**src/rtl/ccff_loader_pkg.sv**
```systemverilog
`timescale 1ns/1ps
`default_nettype none
// ============================================================================
// Module      : ccff_loader_pkg
// Description : Shared types and constant helpers for the configuration-chain
//               bitstream loader (state encoding, counter widths, words per
//               chain pass).
// Revision    : 1.0 - initial release
// ============================================================================
package ccff_loader_pkg;

    // Loader FSM states. VERIFY is only reachable when the read-back
    // check is compiled in.
    typedef enum logic [1:0] {
        ST_IDLE   = 2'd0,
        ST_SHIFT  = 2'd1,
        ST_VERIFY = 2'd2,
        ST_DONE   = 2'd3
    } ccff_state_e;

    // Host words needed to cover the whole chain once.
    function automatic int words_per_pass(input int chain_len, input int word_w);
        return (chain_len + word_w - 1) / word_w;
    endfunction

    // Phase counter must be able to hold the value chain_len itself.
    function automatic int cnt_width(input int chain_len);
        return $clog2(chain_len + 1);
    endfunction

    // Bit index into one host word; at least one bit wide so a 1-bit word
    // still has a legal index register.
    function automatic int idx_width(input int word_w);
        return (word_w > 1) ? $clog2(word_w) : 1;
    endfunction

endpackage : ccff_loader_pkg
`default_nettype wire

```
**src/rtl/ccff_loader_serializer.sv**
```systemverilog
`timescale 1ns/1ps
`default_nettype none
// ============================================================================
// Module      : ccff_loader_serializer
// Description : One-word buffer that turns host words into a serial bit
//               stream, LSB first, with a registered head bit and a
//               registered shift enable for the chain clock gate.
// Ports       : clk, rst_n         - programming clock, async active-low reset
//               i_enable           - a phase is running and still needs bits
//               i_phase_last       - the bit issued this cycle ends the phase
//               i_bs_data/valid    - host word stream
//               o_bs_ready         - host word accepted this cycle
//               o_issue            - a bit is issued this cycle
//               o_ccff_head        - registered serial data to the chain
//               o_shift_en         - registered chain clock enable
// Revision    : 1.0 - initial release
// ============================================================================
module ccff_loader_serializer
    import ccff_loader_pkg::*;
#(
    parameter int WORD_W = 8,
    parameter int IDX_W  = idx_width(WORD_W)
) (
    input  logic              clk,
    input  logic              rst_n,
    input  logic              i_enable,
    input  logic              i_phase_last,
    input  logic [WORD_W-1:0] i_bs_data,
    input  logic              i_bs_valid,
    output logic              o_bs_ready,
    output logic              o_issue,
    output logic              o_ccff_head,
    output logic              o_shift_en
);

    localparam logic [IDX_W-1:0] c_idx_last = IDX_W'(WORD_W - 1);

    logic [WORD_W-1:0] r_buf;
    logic [IDX_W-1:0]  r_idx;
    logic              r_full;
    logic              r_ccff_head;
    logic              r_shift_en;

    logic w_last_bit;
    logic w_word_done;
    logic w_xfer;

    assign w_last_bit = (r_idx == c_idx_last);
    assign o_issue    = i_enable & r_full;

    // The buffer empties after the word's top bit or after the phase's final
    // bit; in the latter case any higher bits of the word are dropped.
    assign w_word_done = o_issue & (w_last_bit | i_phase_last);

    // Refill in the same cycle the last bit leaves, so consecutive words
    // stream without a bubble. No refill on the phase's final bit: that word
    // would belong to the next phase or the next load.
    assign o_bs_ready = i_enable & (~r_full | (o_issue & w_last_bit & ~i_phase_last));
    assign w_xfer     = i_bs_valid & o_bs_ready;

    always_ff @(posedge clk or negedge rst_n) begin
        if (!rst_n) begin
            r_buf  <= '0;
            r_idx  <= '0;
            r_full <= 1'b0;
        end else if (!i_enable) begin
            // Phase over, aborted or idle: discard whatever is left.
            r_idx  <= '0;
            r_full <= 1'b0;
        end else if (w_xfer) begin
            r_buf  <= i_bs_data;
            r_idx  <= '0;
            r_full <= 1'b1;
        end else if (w_word_done) begin
            r_idx  <= '0;
            r_full <= 1'b0;
        end else if (o_issue) begin
            r_idx  <= r_idx + IDX_W'(1);
        end
    end

    always_ff @(posedge clk or negedge rst_n) begin
        if (!rst_n) begin
            r_ccff_head <= 1'b0;
            r_shift_en  <= 1'b0;
        end else begin
            r_shift_en <= o_issue;
            if (o_issue) begin
                r_ccff_head <= r_buf[r_idx];
            end
        end
    end

    assign o_ccff_head = r_ccff_head;
    assign o_shift_en  = r_shift_en;

endmodule : ccff_loader_serializer
`default_nettype wire

```
**src/rtl/ccff_chain_loader.sv**
```systemverilog
`timescale 1ns/1ps
`default_nettype none
// ============================================================================
// Module      : ccff_chain_loader
// Description : Configuration-chain bitstream writer. Accepts host words on a
//               valid/ready stream and shifts CHAIN_LEN bits, LSB first, into
//               the chain head, gating prog_clk through shift_en. With the
//               macro CCFF_LOADER_VERIFY_EN defined, a second pass of the same
//               bitstream is shifted in while the chain tail is compared
//               against the head; any difference sets the sticky err flag.
// Ports       : prog_clk, prog_reset_n   - clock, async active-low reset
//               start, abort             - begin a load / return to idle
//               bs_data, bs_valid,
//               bs_ready                 - host word stream
//               ccff_head, shift_en      - chain data and clock enable
//               ccff_tail                - chain read-back (verify only)
//               busy, done, err          - status
// Revision    : 1.0 - initial release
// ============================================================================
module ccff_chain_loader
    import ccff_loader_pkg::*;
#(
    parameter int CHAIN_LEN = 18,
    parameter int WORD_W    = 8
) (
    input  logic              prog_clk,
    input  logic              prog_reset_n,
    input  logic              start,
    input  logic              abort,
    input  logic [WORD_W-1:0] bs_data,
    input  logic              bs_valid,
    output logic              bs_ready,
    output logic              ccff_head,
    output logic              shift_en,
    input  logic              ccff_tail,
    output logic              busy,
    output logic              done,
    output logic              err
);

    localparam int c_cnt_w = cnt_width(CHAIN_LEN);
    localparam int c_idx_w = idx_width(WORD_W);
    localparam logic [c_cnt_w-1:0] c_chain_len  = c_cnt_w'(CHAIN_LEN);
    localparam logic [c_cnt_w-1:0] c_chain_last = c_cnt_w'(CHAIN_LEN - 1);

    ccff_state_e        r_state;
    ccff_state_e        w_state_next;
    logic [c_cnt_w-1:0] r_cnt;

    logic w_active;
    logic w_phase_full;
    logic w_phase_last;
    logic w_enable;
    logic w_phase_entry;
    logic w_issue;

    assign w_active     = (r_state == ST_SHIFT) || (r_state == ST_VERIFY);
    assign w_phase_full = (r_cnt == c_chain_len);
    assign w_phase_last = (r_cnt == c_chain_last);
    // Abort also blocks issue, so shift_en is low from the following cycle.
    assign w_enable     = w_active & ~abort & ~w_phase_full;

    // ------------------------------------------------------------------
    // FSM
    // ------------------------------------------------------------------
    always_ff @(posedge prog_clk or negedge prog_reset_n) begin
        if (!prog_reset_n) begin
            r_state <= ST_IDLE;
        end else begin
            r_state <= w_state_next;
        end
    end

    always_comb begin
        w_state_next = r_state;
        case (r_state)
            ST_IDLE: begin
                if (start) begin
                    w_state_next = ST_SHIFT;
                end
            end
            ST_SHIFT: begin
                if (w_phase_full) begin
`ifdef CCFF_LOADER_VERIFY_EN
                    w_state_next = ST_VERIFY;
`else
                    w_state_next = ST_DONE;
`endif
                end
            end
            ST_VERIFY: begin
                if (w_phase_full) begin
                    w_state_next = ST_DONE;
                end
            end
            ST_DONE: begin
                w_state_next = ST_IDLE;
            end
            default: begin
                w_state_next = ST_IDLE;
            end
        endcase
        if (abort) begin
            w_state_next = ST_IDLE;
        end
    end

    // ------------------------------------------------------------------
    // Phase bit counter: restarts on entry to each shifting phase.
    // ------------------------------------------------------------------
    assign w_phase_entry = (w_state_next != r_state) &&
                           ((w_state_next == ST_SHIFT) || (w_state_next == ST_VERIFY));

    always_ff @(posedge prog_clk or negedge prog_reset_n) begin
        if (!prog_reset_n) begin
            r_cnt <= '0;
        end else if (w_phase_entry || !w_active) begin
            r_cnt <= '0;
        end else if (w_issue) begin
            r_cnt <= r_cnt + c_cnt_w'(1);
        end
    end

    // ------------------------------------------------------------------
    // Word buffer and bit issue
    // ------------------------------------------------------------------
    ccff_loader_serializer #(
        .WORD_W (WORD_W),
        .IDX_W  (c_idx_w)
    ) u_serializer (
        .clk          (prog_clk),
        .rst_n        (prog_reset_n),
        .i_enable     (w_enable),
        .i_phase_last (w_phase_last),
        .i_bs_data    (bs_data),
        .i_bs_valid   (bs_valid),
        .o_bs_ready   (bs_ready),
        .o_issue      (w_issue),
        .o_ccff_head  (ccff_head),
        .o_shift_en   (shift_en)
    );

    // ------------------------------------------------------------------
    // Read-back check
    // ------------------------------------------------------------------
`ifdef CCFF_LOADER_VERIFY_EN
    logic r_err;

    // During the second pass the chain already holds the first pass, so the
    // tail presents the same bit index the head is presenting.
    always_ff @(posedge prog_clk or negedge prog_reset_n) begin
        if (!prog_reset_n) begin
            r_err <= 1'b0;
        end else if ((r_state == ST_IDLE) && start && !abort) begin
            r_err <= 1'b0;
        end else if ((r_state == ST_VERIFY) && shift_en && (ccff_head != ccff_tail)) begin
            r_err <= 1'b1;
        end
    end

    assign err = r_err;
`else
    logic w_unused_tail;
    assign w_unused_tail = ccff_tail;
    assign err           = 1'b0;
`endif

    assign busy = (r_state != ST_IDLE);
    assign done = (r_state == ST_DONE);

endmodule : ccff_chain_loader
`default_nettype wire

```
**config.mk**
```make
export PLATFORM = sky130hd
export DESIGN_NAME = ccff_chain_loader
export DESIGN_NICKNAME = d
export VERILOG_FILES = /design/src/rtl/ccff_loader_pkg.sv /design/src/rtl/ccff_loader_serializer.sv /design/src/rtl/ccff_chain_loader.sv
export SDC_FILE = /design/constraint.sdc
export NUM_CORES = 1
export LEC_CHECK = 0
export ABC_AREA = 0
export BUFFER_PORTS_ARGS = -buffer_cell sky130_fd_sc_hd__buf_2
export CORE_ASPECT_RATIO = 0.8
export CORE_MARGIN = 1
export CORE_UTILIZATION = 45
export DETAILED_ROUTE_END_ITERATION = 6
export GPL_TIMING_DRIVEN = 1
export HOLD_SLACK_MARGIN = 0.1
export PLACE_DENSITY = 0.76
export SLEW_MARGIN = 15
export SYNTH_ARGS = -nofsm -noshare
export SYNTH_HDL_FRONTEND = slang
export SYNTH_SLANG_ARGS = --single-unit
```
**constraint.sdc**
```tcl
create_clock -name prog_clk -period 2.2 [get_ports prog_clk]
set_clock_uncertainty 0.1 [all_clocks]
set_input_delay 0.11 -clock prog_clk [delete_from_list [all_inputs] [get_ports prog_clk]]
set_output_delay 0.11 -clock prog_clk [all_outputs]
set_load 0.02 [all_outputs]
```
# After elaboration in Yosys (flattened, before gate mapping)
# Index checks and enable logic that the tools add are counted.
[op_classes] bitwise_logic=14 order_cmp=1 n_reduce_logical=10 eq_ne=11 n_mux=15 n_addsub=2
[op_table] operator="$mux W3" n=4
[op_table] operator="$eq A5 B5 Y1 const B" n=2
[op_table] operator="$mux W5" n=2
[op_table] operator="$and A1 B1 Y1" n=8
[op_table] operator="$eq A2 B2 Y1 const B" n=3
[op_table] operator="$mux W2" n=3
[op_table] operator="$pmux W2 S3" n=1
[op_table] operator="$add A5 B1 Y5 const B" n=1
[op_table] operator="$eq A2 B1 Y1 const B" n=2
[op_table] operator="$lt A3 B4 Y1 const B" n=1
[op_table] operator="$mux W1" n=4
[op_table] operator="$ne A4 B4 Y1 const B" n=1
[op_table] operator="$not A1 Y1" n=4
[op_table] operator="$reduce_bool A2 Y1" n=2
[op_table] operator="$add A3 B1 Y3 const B" n=1
[op_table] operator="$bmux W1 S3" n=1
[op_table] operator="$eq A3 B3 Y1 const B" n=1
[op_table] operator="$logic_or A1 B1 Y1" n=3
[op_table] operator="$ne A3 B3 Y1 const B" n=1
[op_table] operator="$logic_not A2 Y1" n=1
[op_table] operator="$ne A2 B2 Y1" n=1
[op_table] operator="$or A1 B1 Y1" n=2
[op_table] operator="$reduce_and A2 Y1" n=1
[op_table] operator="$reduce_or A2 Y1" n=1
[op_table] operator="other kinds (2)" n=2
[totals] word_cells=60 reg_bits=21

# Logic depth before layout (Yosys ltp)
[depth] ltp_word=12 mapped_depth=7 ltp_nobuf=6

# By module
# From an unflattened synthesis, not the netlist that was laid out.
[hier_totals] hier_cells=94 hier_area_um2=1148.6
[modules_own_cells] module="ccff_loader_serializer" area_each_um2=678.2 seq_area_each_um2=350.3 n_inst=1 cells_each=48
[modules_own_cells] module="ccff_chain_loader" area_each_um2=470.5 seq_area_each_um2=175.2 n_inst=1 cells_each=46

# Worst setup path after synthesis
# No wires, ideal clock.
[synth_path] path_type="reg2reg" from="register r_cnt[0]" to="register u_serializer.r_buf[0]" period_less_slack_ns=1.863 setup_slack_ns=0.337 setup_ns=0.125 path_stages_with_launch=7 path_buffers=1 arrival_time_ns=1.638 path_cell_list="dfrtp_1 > ha_1 > and4bb_1 > o21a_1 > nor3b_2 > buf_6 > mux2_2"
[synth_between] elab_chain_len=10 elab_cells_between_ends=12 classes_between="2 x eq/ne; 9 x bitwise; 1 x reduce/logical"
[synth_rtl] item="start, declared" line_no="ccff_chain_loader.sv:48" text="logic [c_cnt_w-1:0] r_cnt;"
[synth_rtl] item="start signal, assigned" line_no="ccff_chain_loader.sv:120" text="r_cnt <= r_cnt + c_cnt_w'(1);"
[synth_rtl] item="$eq A5 B5 Y1" line_no="ccff_chain_loader.sv:58" text="assign w_phase_full = (r_cnt == c_chain_len);"
[synth_rtl] item="$not A1 Y1" line_no="ccff_chain_loader.sv:61" text="assign w_enable = w_active & ~abort & ~w_phase_full;"
[synth_rtl] item="$and A1 B1 Y1" line_no="ccff_chain_loader.sv:61"
[synth_rtl] item="$and A1 B1 Y1" line_no="ccff_loader_serializer.sv:49" text="assign o_issue = i_enable & r_full;"
[synth_rtl] item="$and A1 B1 Y1 (2 in series)" line_no="ccff_loader_serializer.sv:58" text="assign o_bs_ready = i_enable & (~r_full | (o_issue & w_last_bit & ~i_phase_last));"
[synth_rtl] item="$or A1 B1 Y1" line_no="ccff_loader_serializer.sv:58"
[synth_rtl] item="$and A1 B1 Y1" line_no="ccff_loader_serializer.sv:58"
[synth_rtl] item="$and A1 B1 Y1" line_no="ccff_loader_serializer.sv:59" text="assign w_xfer = i_bs_valid & o_bs_ready;"
[synth_rtl] item="$reduce_and A2 Y1 (no source line) (*)"
[synth_rtl] item="end signal, assigned" line_no="ccff_loader_serializer.sv:71" text="r_buf <= i_bs_data;"
[synth_rtl] item="end, declared" line_no="ccff_loader_serializer.sv:38" text="logic [WORD_W-1:0] r_buf;"
# Every way passes the cells marked *; elsewhere a longest branch is shown, timed or not.
# A chain may end at the register's enable or synchronous reset.

# Final worst setup path
[layout_path] from="register r_cnt[0]" to="register r_state[1]"
[layout_between] elab_chain_len=4
[layout_rtl] item="$eq A5 B5 Y1" line_no="ccff_chain_loader.sv:58"
[layout_rtl] item="$mux W2" line_no="ccff_chain_loader.sv:83, ccff_chain_loader.sv:92"
[layout_rtl] item="$pmux W2 S3" line_no="ccff_chain_loader.sv:76" text="case (r_state)"
[layout_rtl] item="$mux W2" line_no="ccff_chain_loader.sv:103" text="if (abort) begin"
[layout_rtl] item="via w_state_next[1]" line_no="ccff_chain_loader.sv:47" text="ccff_state_e w_state_next;"
[layout_rtl] item="end signal, assigned" line_no="ccff_chain_loader.sv:70" text="r_state <= w_state_next;"
[layout_rtl] item="end, declared" line_no="ccff_chain_loader.sv:46" text="ccff_state_e r_state;"
# The timed path passes the listed nets, and every way through them passes these cells.

==> flow_summary.ini <==
[clock_tree]
clockBufferDepth = 2
clk_pin_slew_worst_paths_ps = 110
h-tree-depth = 1
clkLatencyLatePin_ps = 290
cts-root-buf = clkbuf_4
cts-buffers-inserted = 3
cts_tree = built
clock-sinks = 21
postCtsSetupBuffers = 0

[worst_setup_path]
crit_fanout = 5
cp-start-kind = flop
end_kind = flop
rrSetupSlack_ps = 150
path_cells = inv_1, ha_1, and4bb_2, o21ai_0, o22a_1, nor2_1, dlygate4sd3_1
cp_data_required_time_ps = 2290
crit_type = reg2reg
worstPathArrival_ps = 2140
slowest_delay_ps = 540
crit_start = r_cnt[0]
reg2regPathDepth = 7
timing.rr.start = r_cnt[0]
worstReg2RegEnd = r_state[1]
cp_slowest_cell = dlygate4sd3_1

[floorplan]
std_cell_rows = 15
dieArea_sq_um = 2653
ios = 20
floorplan.initialDensity_pct = 49.36
die_h_microns = 46.27
die_w_microns = 57.34
core_area_sq_um = 2233

[grt]
antenna_found_initial = 0
overflow = 0
grt_max_degree = 22
track_usage_pct = 17.80
grt_pass1_vias = 780
grt_pass1_wl_microns = 3498

[logic_synthesis]
yosysUniqueCellTypes = 33
ys.flop_type = dfrtp_1
yosys-top-cells-area = dfrtp_1, ha_1, mux2_2
yosysWarnings = 0
syn_inst = 92
synth_area_leader_cell = dfrtp_1
synth_edf_count = 0
synth_area_sq_um = 1102
synth-seq-cells = 21
ys_async_sr_fraction_pct = 100.0
synth.net_count = 114
yosys.area.top_type_share_pct = 47.67
synth_seq_area_share_pct = 47.67
postSynthAreaPerCell_sq_um = 11.98

[run_status]
outcome = finished, violations left
violations = DRC

[sta]
hold_viol_final = 0
fin_setup_tns_ps = 0
slew_headroom_pct = 57.51
setup_viol = 0
tightest_slew_ps = 630.7
hold_slack_ps = 184.7
finalCritPeriodShare_pct = 93.34
rsz0062_at_grt = no
fmax_ghz = 0.4870
post-route-min-period_ps = 2053
slew_viol_final = 0

[finish]
nets = 148
layout_common_cells = dfrtp_1, buf_2, dlygate4sd3_1
final_cells = 150
post-route-cell-area_sq_um = 1365
post-route-util_pct = 61.12
area_growth_pct = 23.84
antenna_cells = 0
layout_commonest_cell = dfrtp_1
layout-drive-gt1-share_pct = 29.60
nFillCells = 182

[drt]
routed_via_density = 5.133
wirelength_microns = 1976
ant_nets = 0
dr_wl_met2_microns = 878
drt-initial-drc-count = 13
drt-wirelength-per-cell_microns = 13.17
first_pass_iters = 6
routedLengthMet1_microns = 1042
drc = 2
highest_layer = met4
wl_met3_microns = 33
dr_total_vias = 770

[place]
hpwl_microns = 1330
gp_congestion = 0.7229
dpl.cell_count = 133
numPortBuffers = 17
place_area_sq_um = 1207

[flow_run]
cap_violations = 0

[hold_path]
hold_path_class = in2async

[power_and_ir_drop]
ir_drop_mv = 0.4273
power_density_nw_per_um2 = 607.6
p_leak_nw = 0.6311
==> flip-flops by register name, indices dropped and copies added (netlist names) <==
signal	flops
r_cnt	5
r_state	2
u_serializer.o_ccff_head	1
u_serializer.o_shift_en	1
u_serializer.r_buf	8
u_serializer.r_full	1
u_serializer.r_idx	3
==> critical path, delay by kind of cell, from the launching register on <==
kind	cells	cell delay, ps
AO/OA/AOI/OAI	2	300
AND/OR/NAND/NOR	2	300
buffers and inverters	2	590
adder cells (fa/ha/maj)	1	210
flip-flops	1	430
==> repair_timing <==
| action | in CTS | in global routing |
|---|---|---|
| hold buffers | 13 | 0 |
| endpoints found under the setup margin | 0 | 1 |
| gates resized for setup | 0 | 1 |
| endpoints found under the hold margin | 33 | 0 |
==> Yosys cell counts, types with 2 or more instances <==
library cell and count:
a211oi_1 2, a21oi_1 2, a22o_1 2, dfrtp_1 21
ha_1 8, inv_1 6, mux2_2 8, mux4_2 2
nand3_1 2, nand3b_1 2, nor2_1 11, nor3_1 2
o21ai_0 2, xnor2_1 2, xor2_1 2
==> stage by stage <==
stage / total power, W / worst slack (ps)
5_1_grt: 0.0008928 / 17.35
2_1_floorplan: 0.0005897 / 337.2
6_report: 0.0008295 / 146.6
3_5_place_dp: 0.0006380 / 197.0
4_1_cts: 0.0008382 / 102.2
3_3_place_gp: 0.0006327 / 240.2
==> power breakdown <==
| part | internal (W) | total, W | switching, W |
|---|---|---|---|
| Sequential | 0.000446 | 0.000477 | 0.0000307 |
| Clock | 0.0000705 | 0.000181 | 0.000111 |
| Combinational | 0.0000995 | 0.000171 | 0.0000719 |
==> cell type report <==
class	count	area, sq um	area share [%]
Clock buffer	4	26.28	1.925
Inverter	6	22.52	1.650
Multi-Input combinational cell	63	535.5	39.23
Sequential cell	21	526.8	38.59
Tap cell	25	31.28	2.291
Timing Repair Buffer	31	222.7	16.32
==> cells by family after synthesis <==
family / after synthesis / synth area share [%]
compound gates: 11 / 6.925
fa+ha+maj: 8 / 9.081
simple gates: 28 / 15.89
buf+inv: 8 / 3.746
flops: 21 / 47.67
other cells: 1 / 0.3402
xor+xnor: 4 / 3.179
mux: 11 / 13.17
==> per-layer routing <==
layer / track usage (%) / vias up
li1: - / 389
met2: 28.24 / 11
met4: 7.317 / 0
met1: 25.44 / 368
met3: 1.685 / 2
met5: 0 / -
==> worst max-delay path by stage <==
| stage | end | slack [ps] | cells past startpoint |
|---|---|---|---|
| floorplan | u_serializer.r_buf[0] | 340 | 6 |
| global placement | u_serializer.r_buf[4] | 240 | 6 |
| detailed placement | u_serializer.r_buf[1] | 200 | 6 |
| CTS | r_state[1] | 100 | 7 |
| global route | u_serializer.r_idx[0] | 20 | 6 |
| finish | r_state[1] | 150 | 7 |
Power figures use the tool's default switching activity.
